[src/rtl/cell_extremum.sv]
// Streaming per-channel max/min reducer: one result per cell of CELL_LEN valid samples.
// Optional winner-index output is enabled by defining CELL_EXTREMUM_INDEX_EN.
module cell_extremum #(
  parameter int unsigned CHANNELS = 3,
  parameter int unsigned CH_WIDTH = 8,
  parameter int unsigned CELL_LEN = 24
) (
  input  logic                           clkn,
  input  logic                           reset,
  input  logic                           mode,
  input  logic                           clear,
  input  logic                           valid_in,
  input  logic [CHANNELS*CH_WIDTH-1:0]   data_in,
  output logic                           valid_out,
  output logic [CHANNELS*CH_WIDTH-1:0]   data_out,
  output logic                           busy
`ifdef CELL_EXTREMUM_INDEX_EN
  ,
  output logic [CHANNELS*$clog2(CELL_LEN)-1:0] index_out
`endif
);

  localparam int unsigned DW = CHANNELS * CH_WIDTH;
  localparam int unsigned IW = $clog2(CELL_LEN);
  localparam logic [IW-1:0] LAST = IW'(CELL_LEN - 1);

  logic [IW-1:0] r_cnt;
  logic [DW-1:0] r_acc;
  logic          r_mode;
  logic          r_valid_out;
  logic [DW-1:0] r_data_out;
  logic          r_busy;

  logic          w_first;
  logic          w_last;
  logic          w_mode;
  logic [DW-1:0] w_comb;
  logic [IW-1:0] w_cnt_nxt;

`ifdef CELL_EXTREMUM_INDEX_EN
  logic [CHANNELS*IW-1:0] r_idx;
  logic [CHANNELS*IW-1:0] r_index_out;
  logic [CHANNELS*IW-1:0] w_idx;
`endif

  // A clear turns the concurrent sample into sample 0 and blocks completion.
  assign w_first = clear || (r_cnt == '0);
  assign w_last  = !clear && (r_cnt == LAST);
  assign w_mode  = w_first ? mode : r_mode;

  for (genvar c = 0; c < CHANNELS; c++) begin : g_ch
    logic [CH_WIDTH-1:0] w_d;
    logic [CH_WIDTH-1:0] w_a;
    logic                w_take;

    assign w_d    = data_in[c*CH_WIDTH +: CH_WIDTH];
    assign w_a    = r_acc[c*CH_WIDTH +: CH_WIDTH];
    // Strict compare keeps the earliest sample on ties.
    assign w_take = w_first || (w_mode ? (w_d < w_a) : (w_d > w_a));
    assign w_comb[c*CH_WIDTH +: CH_WIDTH] = w_take ? w_d : w_a;
`ifdef CELL_EXTREMUM_INDEX_EN
    assign w_idx[c*IW +: IW] = w_first ? '0 : (w_take ? r_cnt : r_idx[c*IW +: IW]);
`endif
  end

  always_comb begin
    w_cnt_nxt = r_cnt;
    if (valid_in) begin
      if (w_first)     w_cnt_nxt = IW'(1);
      else if (w_last) w_cnt_nxt = '0;
      else             w_cnt_nxt = r_cnt + IW'(1);
    end else if (clear) begin
      w_cnt_nxt = '0;
    end
  end

  always_ff @(negedge clkn) begin
    if (reset) begin
      r_cnt       <= '0;
      r_acc       <= '0;
      r_mode      <= 1'b0;
      r_valid_out <= 1'b0;
      r_data_out  <= '0;
      r_busy      <= 1'b0;
`ifdef CELL_EXTREMUM_INDEX_EN
      r_idx       <= '0;
      r_index_out <= '0;
`endif
    end else begin
      r_valid_out <= 1'b0;
      r_cnt       <= w_cnt_nxt;
      r_busy      <= (w_cnt_nxt != '0);
      if (valid_in) begin
        if (w_last) begin
          r_valid_out <= 1'b1;
          r_data_out  <= w_comb;
`ifdef CELL_EXTREMUM_INDEX_EN
          r_index_out <= w_idx;
`endif
        end else begin
          r_acc  <= w_comb;
          r_mode <= w_mode;
`ifdef CELL_EXTREMUM_INDEX_EN
          r_idx  <= w_idx;
`endif
        end
      end
    end
  end

  assign valid_out = r_valid_out;
  assign data_out  = r_data_out;
  assign busy      = r_busy;
`ifdef CELL_EXTREMUM_INDEX_EN
  assign index_out = r_index_out;
`endif

endmodule
[config.mk]
export PLATFORM = sky130hd
export DESIGN_NAME = cell_extremum
export DESIGN_NICKNAME = d
export VERILOG_FILES = /design/src/rtl/cell_extremum.sv
export SDC_FILE = /design/constraint.sdc
export NUM_CORES = 1
export LEC_CHECK = 0
export BUFFER_PORTS_ARGS = -buffer_cell sky130_fd_sc_hd__buf_2
export CORE_MARGIN = 1
export CORE_UTILIZATION = 51
export DETAILED_ROUTE_END_ITERATION = 6
export PLACE_DENSITY = 0.83
export SLEW_MARGIN = 20
export SYNTH_ARGS = -nofsm -noshare
export SYNTH_HDL_FRONTEND = slang
export SYNTH_SLANG_ARGS = --single-unit
[constraint.sdc]
create_clock -name clkn -period 1.9 [get_ports clkn]
set_input_delay 0.38 -clock clkn [delete_from_list [all_inputs] [get_ports clkn]]
set_output_delay 0.38 -clock clkn [all_outputs]
set_load 0.01 [all_outputs]
==> results of run 1 <==
==> layer usage <==
layer	vias to the layer above	share of wire [%]	GRT usage, %
met5	-	0	0
li1	1783	-	-
met3	106	8.2	8.80
met2	294	50	58.4
met1	1978	36	34.3
met4	0	6.0	15.7
==> cell families after synthesis <==
group / after synthesis
AO/OA/AOI/OAI: 96
AND/OR/NAND/NOR: 133
flip-flops: 56
buffers and inverters: 49
adder cells (fa/ha/maj): 26
multiplexers: 24
==> worst max-delay path: stages <==
cell and delay [ns]:
sky130_fd_sc_hd__buf_2 0.14, sky130_fd_sc_hd__ha_4 0.30, sky130_fd_sc_hd__nand2_2 0.08, sky130_fd_sc_hd__nor2_2 0.16
sky130_fd_sc_hd__a211oi_2 0.07, sky130_fd_sc_hd__buf_4 0.16, sky130_fd_sc_hd__a211o_4 0.38, sky130_fd_sc_hd__a21oi_4 0.24
sky130_fd_sc_hd__buf_6 0.15, sky130_fd_sc_hd__mux2i_1 0.20
==> repair_timing <==
action	CTS	global route
setup endpoints to repair	79	81
cloned	1	0
buffers inserted	11	9
resized for setup	81	89
pin swaps	32	53
endpoints found under the hold margin	0	0
==> final timing paths <==
path / start / end / slack, ns / cells past startpoint
setup reg to reg: r_acc[17]$_SDFFE_NP0P_ / r_acc[17]$_SDFFE_NP0P_ / -0.40 / 10
hold / removal: r_acc[11]$_SDFFE_NP0P_ / data_out[11]$_SDFFE_NP0P_ / 0.51 / 2
setup / recovery: data_in[7] / r_acc[3]$_SDFFE_NP0P_ / -0.99 / 10
hold reg to reg: r_acc[11]$_SDFFE_NP0P_ / data_out[11]$_SDFFE_NP0P_ / 0.51 / 2
==> state kept, by name, summed over array words and instances, names as in the netlist <==
name       flops
r_cnt          5
r_acc         24
valid_out      1
data_out      24
busy           1
r_mode         1
==> through the flow <==
stage	hold slack (ns)	utilization (%)
after CTS	0.501	81.6
after global placement	0.472	69.9
after detailed placement	0.488	69.9
after global routing	0.536	88.8
final	0.515	88.8
after floorplan	0.461	-
==> Yosys cell counts (2+ instances only) <==
master,n
sky130_fd_sc_hd__o21ai_1,6
sky130_fd_sc_hd__buf_2,4
sky130_fd_sc_hd__buf_4,4
sky130_fd_sc_hd__a211oi_2,6
sky130_fd_sc_hd__nor2_1,30
sky130_fd_sc_hd__nand2b_1,49
sky130_fd_sc_hd__ha_1,26
sky130_fd_sc_hd__buf_6,3
sky130_fd_sc_hd__a31oi_4,3
sky130_fd_sc_hd__a21oi_4,3
sky130_fd_sc_hd__a31oi_1,8
sky130_fd_sc_hd__nor4b_2,2
sky130_fd_sc_hd__inv_1,28
sky130_fd_sc_hd__dfxtp_1,56
sky130_fd_sc_hd__o21bai_1,7
sky130_fd_sc_hd__a31o_2,3
sky130_fd_sc_hd__a211o_1,3
sky130_fd_sc_hd__nor3_1,2
sky130_fd_sc_hd__nand4_1,6
sky130_fd_sc_hd__o21ai_0,20
sky130_fd_sc_hd__mux2i_1,24
sky130_fd_sc_hd__o211ai_1,3
sky130_fd_sc_hd__a21oi_1,9
sky130_fd_sc_hd__clkbuf_1,10
sky130_fd_sc_hd__nand3_1,25
sky130_fd_sc_hd__a21o_1,3
sky130_fd_sc_hd__a311oi_1,19
sky130_fd_sc_hd__nand2_1,9
sky130_fd_sc_hd__nor2b_1,4
==> power by group through the flow <==
stage / Clock, uW / Combinational [uW] / Sequential, uW
5_1_grt: 1740 / 1050 / 1260
3_3_place_gp: 182 / 690 / 1270
2_1_floorplan: 182 / 408 / 1260
4_1_cts: 1470 / 777 / 1250
3_5_place_dp: 182 / 719 / 1270
6_report: 1610 / 1010 / 1260
==> cell type report <==
type                       instances  area share (%)
inverter                          27            1.79
sequential                        56            20.3
clock inverter                    59            4.86
timing repair buffer             162            25.0
tap                               77            1.70
multi-input combinational        279            45.1
clock buffer                       5            1.21
==> results.txt, run 1 <==
----------------------------------------------------
[Finish]
  Final cell count without fillers ... 665
  Cell area after layout ... 0.00567 mm2
  Synth-to-layout area growth ... 67.2%
  Register cell area after layout ... 0.00115 mm2
  Filler cell count ... 264
  Layout cells sized above 1 ... 49.0%
  Most common cell after layout, fill and taps aside ... sky130_fd_sc_hd__buf_4
  Total number of nets in the final design ... 642
  Total area of multi-input combinational cells ... 0.00256 mm2
  # diodes ... 0
  Most frequent cells in the layout ... sky130_fd_sc_hd__buf_4, sky130_fd_sc_hd__inv_1, sky130_fd_sc_hd__nand2b_1

[Synthesis]
  Cell taking the most area after synthesis ... sky130_fd_sc_hd__dfxtp_1
  Portion of the post-synthesis area used by sequential elements ... 33.1%
  Count of state elements after synthesis ... 56
  Area share of xor/xnor cells in the synthesized design ... 0%
  Fraction of the mapped netlist area in simple logic gates ... 21.4%
  Main area contributors after synthesis ... sky130_fd_sc_hd__dfxtp_1, sky130_fd_sc_hd__ha_1, sky130_fd_sc_hd__nand2b_1, sky130_fd_sc_hd__mux2i_1, sky130_fd_sc_hd__a311oi_1
  Area of the mapped netlist ... 0.00339 mm2
  Largest family of logic cells by synthesized area ... compound AO/OA/AOI/OAI gates
  Number of distinct library cells after synthesis ... 38
  Number of warnings printed during yosys synthesis ... 0
  Mux contribution to synthesized area ... 7.09%
  Adder-cell share of the synthesized area ... 9.60%
  Mapped Cells ... 384
  Number of synthesized flops with an enable pin ... 0
  Share of flip-flops with an asynchronous set or reset after synthesis ... 0%
  Compound-Gate Fraction of Synth Area ... 22.2%
  Mean Syn Cell Area ... 8.83 um2
  Fraction of synthesized cell area taken by the top area cell type ... 33.1%
  Net count of the mapped netlist ... 439
  Prevailing post-synth register cell ... sky130_fd_sc_hd__dfxtp_1

[CTS]
  TritonCTS clock tree ... yes
  Clock Sink Count ... 56
  Clock buffer depth ... 2
  Inserted Clock Buffers ... 5
  Clock slew at the register clock pins of the worst setup and hold paths ... 0.06 ns
  Maximum level of the CTS H-tree ... 2
  Root buf cell ... sky130_fd_sc_hd__clkbuf_8
  Worst-skew pair later-pin latency ... 0.42 ns
  Count of hold-fix buffers inserted at cts ... 0

[Setup path]
  Kind of capture point of the worst setup path ... flip-flop
  Required @ worst endpoint ... 1.27 ns
  Startpoint types ... primary input
  Crit Path Category ... in -> reg
  Critical path data arrival time ... 2.26 ns
  Highest fanout seen on the critical path ... 4

[Timing]
  Final Setup Violations ... 79
  Slew at the pin closest to its max-slew limit ... 0.955 ns
  Max-slew headroom ... 36.3%
  Unrepaired setup endpoints after global routing ... true
  Total count of hold-check failures in the final report ... 0
  Max Slew Vio Count ... 0
  Final WS setup ... -0.988 ns
  Clock skew ... 0.0484 ns
  Sum of negative setup slack ... -49.00 ns

[Routing]
  Antenna Nets Post-Route ... 0
  Via density per instance ... 6.26
  Total wirelength of the detailed-routed design ... 14.3 mm
  Violation count after the first detailed-route iteration ... 415
  Number of vias after detailed routing ... 4161
  WL per Instance ... 21.6 um
  Number of remaining DRC errors ... 0
  Detailed-router iteration count before antenna repair ... 5

[Power and ir drop]
  Internal Dissipation ... 2390 uW
  Total power of the final layout ... 3870 uW
  LEAKAGE ... 0.00251 uW
  Switching fraction of total power ... 38.3%
  Combinational Power Share ... 26.0%
  Total power divided by cell area ... 683 mW/mm2
  Switching pwr ... 1480 uW
  Sequential group share of total power ... 32.4%
  Clock share of power ... 41.6%
  Largest vdd supply drop ... 556 uV

[Placement]
  Total placed cells including tap cells ... 581
  Buffers added on ports ... 54
  Estimated wirelength of the detail-placed design ... 6.46 mm
  Worst slack after detailed placement ... -1.23 ns
  Weighted congestion reported at the end of routability-driven placement ... 0.867
  Post-Place Cell Area ... 0.00447 mm2

[Global route]
  First-pass GRT wire length ... 18.4 mm
  Total congestion overflow after global routing ... 0
  Pin count of the biggest net entering global routing ... 38
  Initial antenna violation count ... 0
  Via count of the first global-routing pass ... 4195
  Global routing usage summed across all routing layers ... 32.2%

[Worst hold path]
  Tightest Hold Check Type ... reg -> reg

[Floorplanning]
  Floorplan Core Area ... 0.00639 mm2
  Horizontal die dimension ... 83.5 um
  Area enclosed by the die boundary ... 0.00698 mm2
  Number of primary I/O pins ... 55
  Height of the die ... 83.5 um
  Initial core utilization ... 53.1%
  Placement row count ... 29

[Run status]
  Violated checks ... negative setup slack
  Run status ... finished with violations

[Flow run]
  Max cap viols ... 0

----------------------------------------------------
Power figures use the tool's default switching activity.
==> run 2, diff against run 1 <==
- ABC_CLOCK_PERIOD_IN_PS: default -> 2700
- CORE_UTILIZATION: 51 -> 57
- CTS_CLUSTER_SIZE: default -> 10
- PLACE_DENSITY: 0.83 -> 0.87
- clock period: 1.9 -> 2.7 ns (I/O delays scaled with it)
==> results.txt, run 2 <==
----------------------------------------------------
[Run status]
  Run status ... stopped before the end
  Terminating stage of the flow ... global routing (5_1_grt)
  First Error ... [ERROR DPL-0038] Utilization greater than 100%, impossible to legalize

[CTS]
  Inserted Clock Buffers ... 5 (unchanged)
  Maximum level of the CTS H-tree ... 2 (unchanged)
  Clock Sink Count ... 56 (unchanged)
  Clock buffer depth ... 2 (unchanged)
  Root buf cell ... sky130_fd_sc_hd__clkbuf_8
  Count of hold-fix buffers inserted at cts ... 0 (unchanged)

[Synthesis]
  Main area contributors after synthesis ... sky130_fd_sc_hd__dfxtp_1, sky130_fd_sc_hd__ha_1, sky130_fd_sc_hd__nand2b_1, sky130_fd_sc_hd__mux2i_1, sky130_fd_sc_hd__a311oi_1
  Portion of the post-synthesis area used by sequential elements ... 33.1% (unchanged)
  Area of the mapped netlist ... 0.00339 mm2 (unchanged)
  Prevailing post-synth register cell ... sky130_fd_sc_hd__dfxtp_1
  Most numerous cell types in the synthesized netlist ... sky130_fd_sc_hd__dfxtp_1, sky130_fd_sc_hd__nand2b_1, sky130_fd_sc_hd__nor2_1
  Mean Syn Cell Area ... 8.83 um2 (unchanged)
  Mapped Cells ... 384 (unchanged)
  Number of distinct library cells after synthesis ... 38 (unchanged)
  Number of synthesized flops with an enable pin ... 0 (unchanged)
  Cell taking the most area after synthesis ... sky130_fd_sc_hd__dfxtp_1
  Share of flip-flops with an asynchronous set or reset after synthesis ... 0% (unchanged)
  Count of state elements after synthesis ... 56 (unchanged)
  Fraction of synthesized cell area taken by the top area cell type ... 33.1% (unchanged)
  Most common cell in the netlist ... sky130_fd_sc_hd__dfxtp_1
  Number of warnings printed during yosys synthesis ... 0 (unchanged)
  Net count of the mapped netlist ... 439 (unchanged)

[Placement]
  Total placed cells including tap cells ... 552 (-5.0%)
  Weighted congestion reported at the end of routability-driven placement ... 0.848 (-2.1%)
  Buffers added on ports ... 54 (unchanged)
  Estimated wirelength of the detail-placed design ... 6.61 mm (+2.2%)

[Global route]
  Pin count of the biggest net entering global routing ... 37

[Floorplanning]
  Placement row count ... 27 (-6.9%)
  Horizontal die dimension ... 79.1 um (-5.3%)
  Height of the die ... 79.1 um (-5.3%)
  Initial core utilization ... 60.4% (+7.4 points)
  Number of primary I/O pins ... 55 (unchanged)

[Timing]
  Worst-path endpoint category ... register input
  Last worst endpoint in the global-route repair_timing ... data_out[4]$_SDFFE_NP0P_/D

----------------------------------------------------
## run 2: cell families after synthesis
kind of cell	after synthesis	share of synthesized area, %
buffers and inverters	49	6.68
AND/OR/NAND/NOR	133	21.4
AO/OA/AOI/OAI	96	22.2
adder cells (fa/ha/maj)	26	9.60
flip-flops	56	33.1
multiplexers	24	7.09
## run 2: timing repair
action                                 in CTS
endpoints found under the hold margin       0
gates resized for setup                   108
setup endpoints to repair                  73
buffers inserted                           19
pin swaps                                  44
gates cloned                                0
## run 2: stage by stage
| stage | setup WS, ns | instance area [um2] |
|---|---|---|
| 2_1_floorplan | -0.786 | 3540 |
| 3_5_place_dp | -1.05 | 4330 |
| 4_1_cts | -0.651 | 5150 |
| 3_3_place_gp | -0.897 | 4330 |
==> run 3, diff against run 2 <==
- CORE_UTILIZATION: 57 -> 40
- CTS_CLUSTER_SIZE: 10 -> default
- PLACE_DENSITY: 0.87 -> default
- PLACE_DENSITY_LB_ADDON: default -> 0.15
==> results.txt, run 3 (synthesis results as in run 1) <==
----------------------------------------------------
[Finish]
  Layout cells sized above 1 ... 46.6%
  Synth-to-layout area growth ... 63.5%
  Total number of nets in the final design ... 623
  Cell area after layout ... 0.00554 mm2
  # diodes ... 0
  Filler cell count ... 672
  Most frequent cells in the layout ... sky130_fd_sc_hd__inv_1, sky130_fd_sc_hd__buf_4, sky130_fd_sc_hd__buf_6
  Most common cell after layout, fill and taps aside ... sky130_fd_sc_hd__inv_1

[Floorplanning]
  Number of primary I/O pins ... 55 (unchanged)
  Area enclosed by the die boundary ... 0.00885 mm2
  Height of the die ... 94.1 um (+19%)
  Floorplan Core Area ... 0.00822 mm2
  Placement row count ... 33 (+22%)
  Horizontal die dimension ... 94.1 um (+19%)
  Initial core utilization ... 41.3% (-19 points)

[Power and ir drop]
  Total power divided by cell area ... 423 mW/mm2
  Switching pwr ... 854 uW
  Clock share of power ... 34.6%
  Sequential group share of total power ... 38.0%
  LEAKAGE ... 0.00241 uW
  Switching fraction of total power ... 36.4%
  Internal Dissipation ... 1490 uW
  Combinational Power Share ... 27.5%
  Largest vdd supply drop ... 264 uV

[Worst hold path]
  Tightest Hold Check Type ... reg -> reg

[Routing]
  Via density per instance ... 5.16
  WL per Instance ... 14.2 um
  Number of remaining DRC errors ... 0
  Detailed-router iteration count before antenna repair ... 4
  Total wirelength of the detailed-routed design ... 9.58 mm
  Number of vias after detailed routing ... 3475
  Violation count after the first detailed-route iteration ... 139
  Antenna Nets Post-Route ... 0

[Flow run]
  Max cap viols ... 0

[CTS]
  Clock slew at the register clock pins of the worst setup and hold paths ... 0.04 ns
  Maximum level of the CTS H-tree ... 2 (unchanged)
  TritonCTS clock tree ... yes
  Clock Sink Count ... 56 (unchanged)
  Clock buffer depth ... 2 (unchanged)
  Root buf cell ... sky130_fd_sc_hd__clkbuf_8
  Worst-skew pair later-pin latency ... 0.41 ns
  Inserted Clock Buffers ... 5 (unchanged)
  Count of hold-fix buffers inserted at cts ... 0 (unchanged)

[Setup path]
  Kind of capture point of the worst setup path ... flip-flop
  Required @ worst endpoint ... 1.63 ns
  Highest fanout seen on the critical path ... 8
  Critical path data arrival time ... 2.26 ns
  Crit Path Category ... in -> reg
  Startpoint types ... primary input

[Timing]
  Max-slew headroom ... 40.6%
  Clock skew ... 0.0430 ns
  Post-Route Hold Slack ... 0.484 ns
  Total count of hold-check failures in the final report ... 0
  Max Slew Vio Count ... 0
  Final Setup Violations ... 58
  Slew at the pin closest to its max-slew limit ... 0.889 ns
  Final WS setup ... -0.631 ns
  Unrepaired setup endpoints after global routing ... true

[Global route]
  First-pass GRT wire length ... 14.9 mm
  Via count of the first global-routing pass ... 3366
  Initial antenna violation count ... 0
  Pin count of the biggest net entering global routing ... 44
  Total congestion overflow after global routing ... 0
  Global routing usage summed across all routing layers ... 21.2%

[Run status]
  Violated checks ... negative setup slack
  Run status ... finished with violations

[Placement]
  Weighted congestion reported at the end of routability-driven placement ... 0.845 (-0.32%)
  Estimated wirelength of the detail-placed design ... 6.05 mm (-8.4%)
  Worst slack after detailed placement ... -1.06 ns (-0.0136 ns)
  Buffers added on ports ... 54 (unchanged)
  Post-Place Cell Area ... 0.00439 mm2 (+1.6%)

----------------------------------------------------
==> run 3: critical path, stage by stage <==
cell                       delay (ns)
sky130_fd_sc_hd__buf_6           0.10
sky130_fd_sc_hd__ha_4            0.26
sky130_fd_sc_hd__nor2b_4         0.12
sky130_fd_sc_hd__o211ai_1        0.10
sky130_fd_sc_hd__a21o_2          0.25
sky130_fd_sc_hd__a211o_4         0.37
sky130_fd_sc_hd__a21oi_4         0.15
sky130_fd_sc_hd__buf_12          0.15
sky130_fd_sc_hd__mux2i_1         0.22
==> run 3: layout make-up <==
cell class	instances	area, um2	area share (%)
inverters	27	104	1.87
well taps	105	131	2.37
flip-flops and latches	56	1150	20.8
clock inverters	59	228	4.11
repair buffers	143	1330	23.9
clock buffers	5	68.8	1.24
multi-input cells	279	2530	45.7
==> run 3: power by group through the flow <==
stage	registers [uW]	logic, uW	clock network, uW
final	890	644	811
after CTS	886	539	855
after detailed placement	898	479	128
after global placement	898	474	128
after global routing	892	703	945
after floorplan	889	283	128
==> run 3: timing repair <==
item,CTS,global route
pin swaps,38,56
buffers inserted,10,16
endpoints found under the setup margin,73,76
resized for setup,91,75
==> run 3: layer usage <==
metal  track usage (%)  vias up  share of wire [%]
li1                  -     1749                  -
met1              25.3     1641                 45
met2              34.8       67                 51
met3              6.63       18                3.1
met4              9.10        0                1.6
met5                 0        -                  0
==> run 3: worst paths after layout <==
path | slack (ns) | end | startpoint | depth (start not counted)
max | -0.63 | r_acc[5]$_SDFFE_NP0P_ | data_in[1] | 9
min | 0.48 | data_out[11]$_SDFFE_NP0P_ | r_acc[11]$_SDFFE_NP0P_ | 2
max reg2reg | 0.54 | r_acc[5]$_SDFFE_NP0P_ | r_acc[1]$_SDFFE_NP0P_ | 9
min reg2reg | 0.48 | data_out[11]$_SDFFE_NP0P_ | r_acc[11]$_SDFFE_NP0P_ | 2
==> run 3: metrics by stage <==
| stage | instances | utilization, % | power [uW] | TNS, ns |
|---|---|---|---|---|
| finish | 674 | 67.5 | 2350 | -25.71 |
| global route | 674 | 67.5 | 2540 | -29.37 |
| CTS | 658 | 61.8 | 2280 | -25.61 |
| detailed placement | 585 | 53.5 | 1510 | -46.74 |
| global placement | 585 | 53.5 | 1500 | -45.07 |
| floorplan | 384 | - | 1300 | -33.42 |
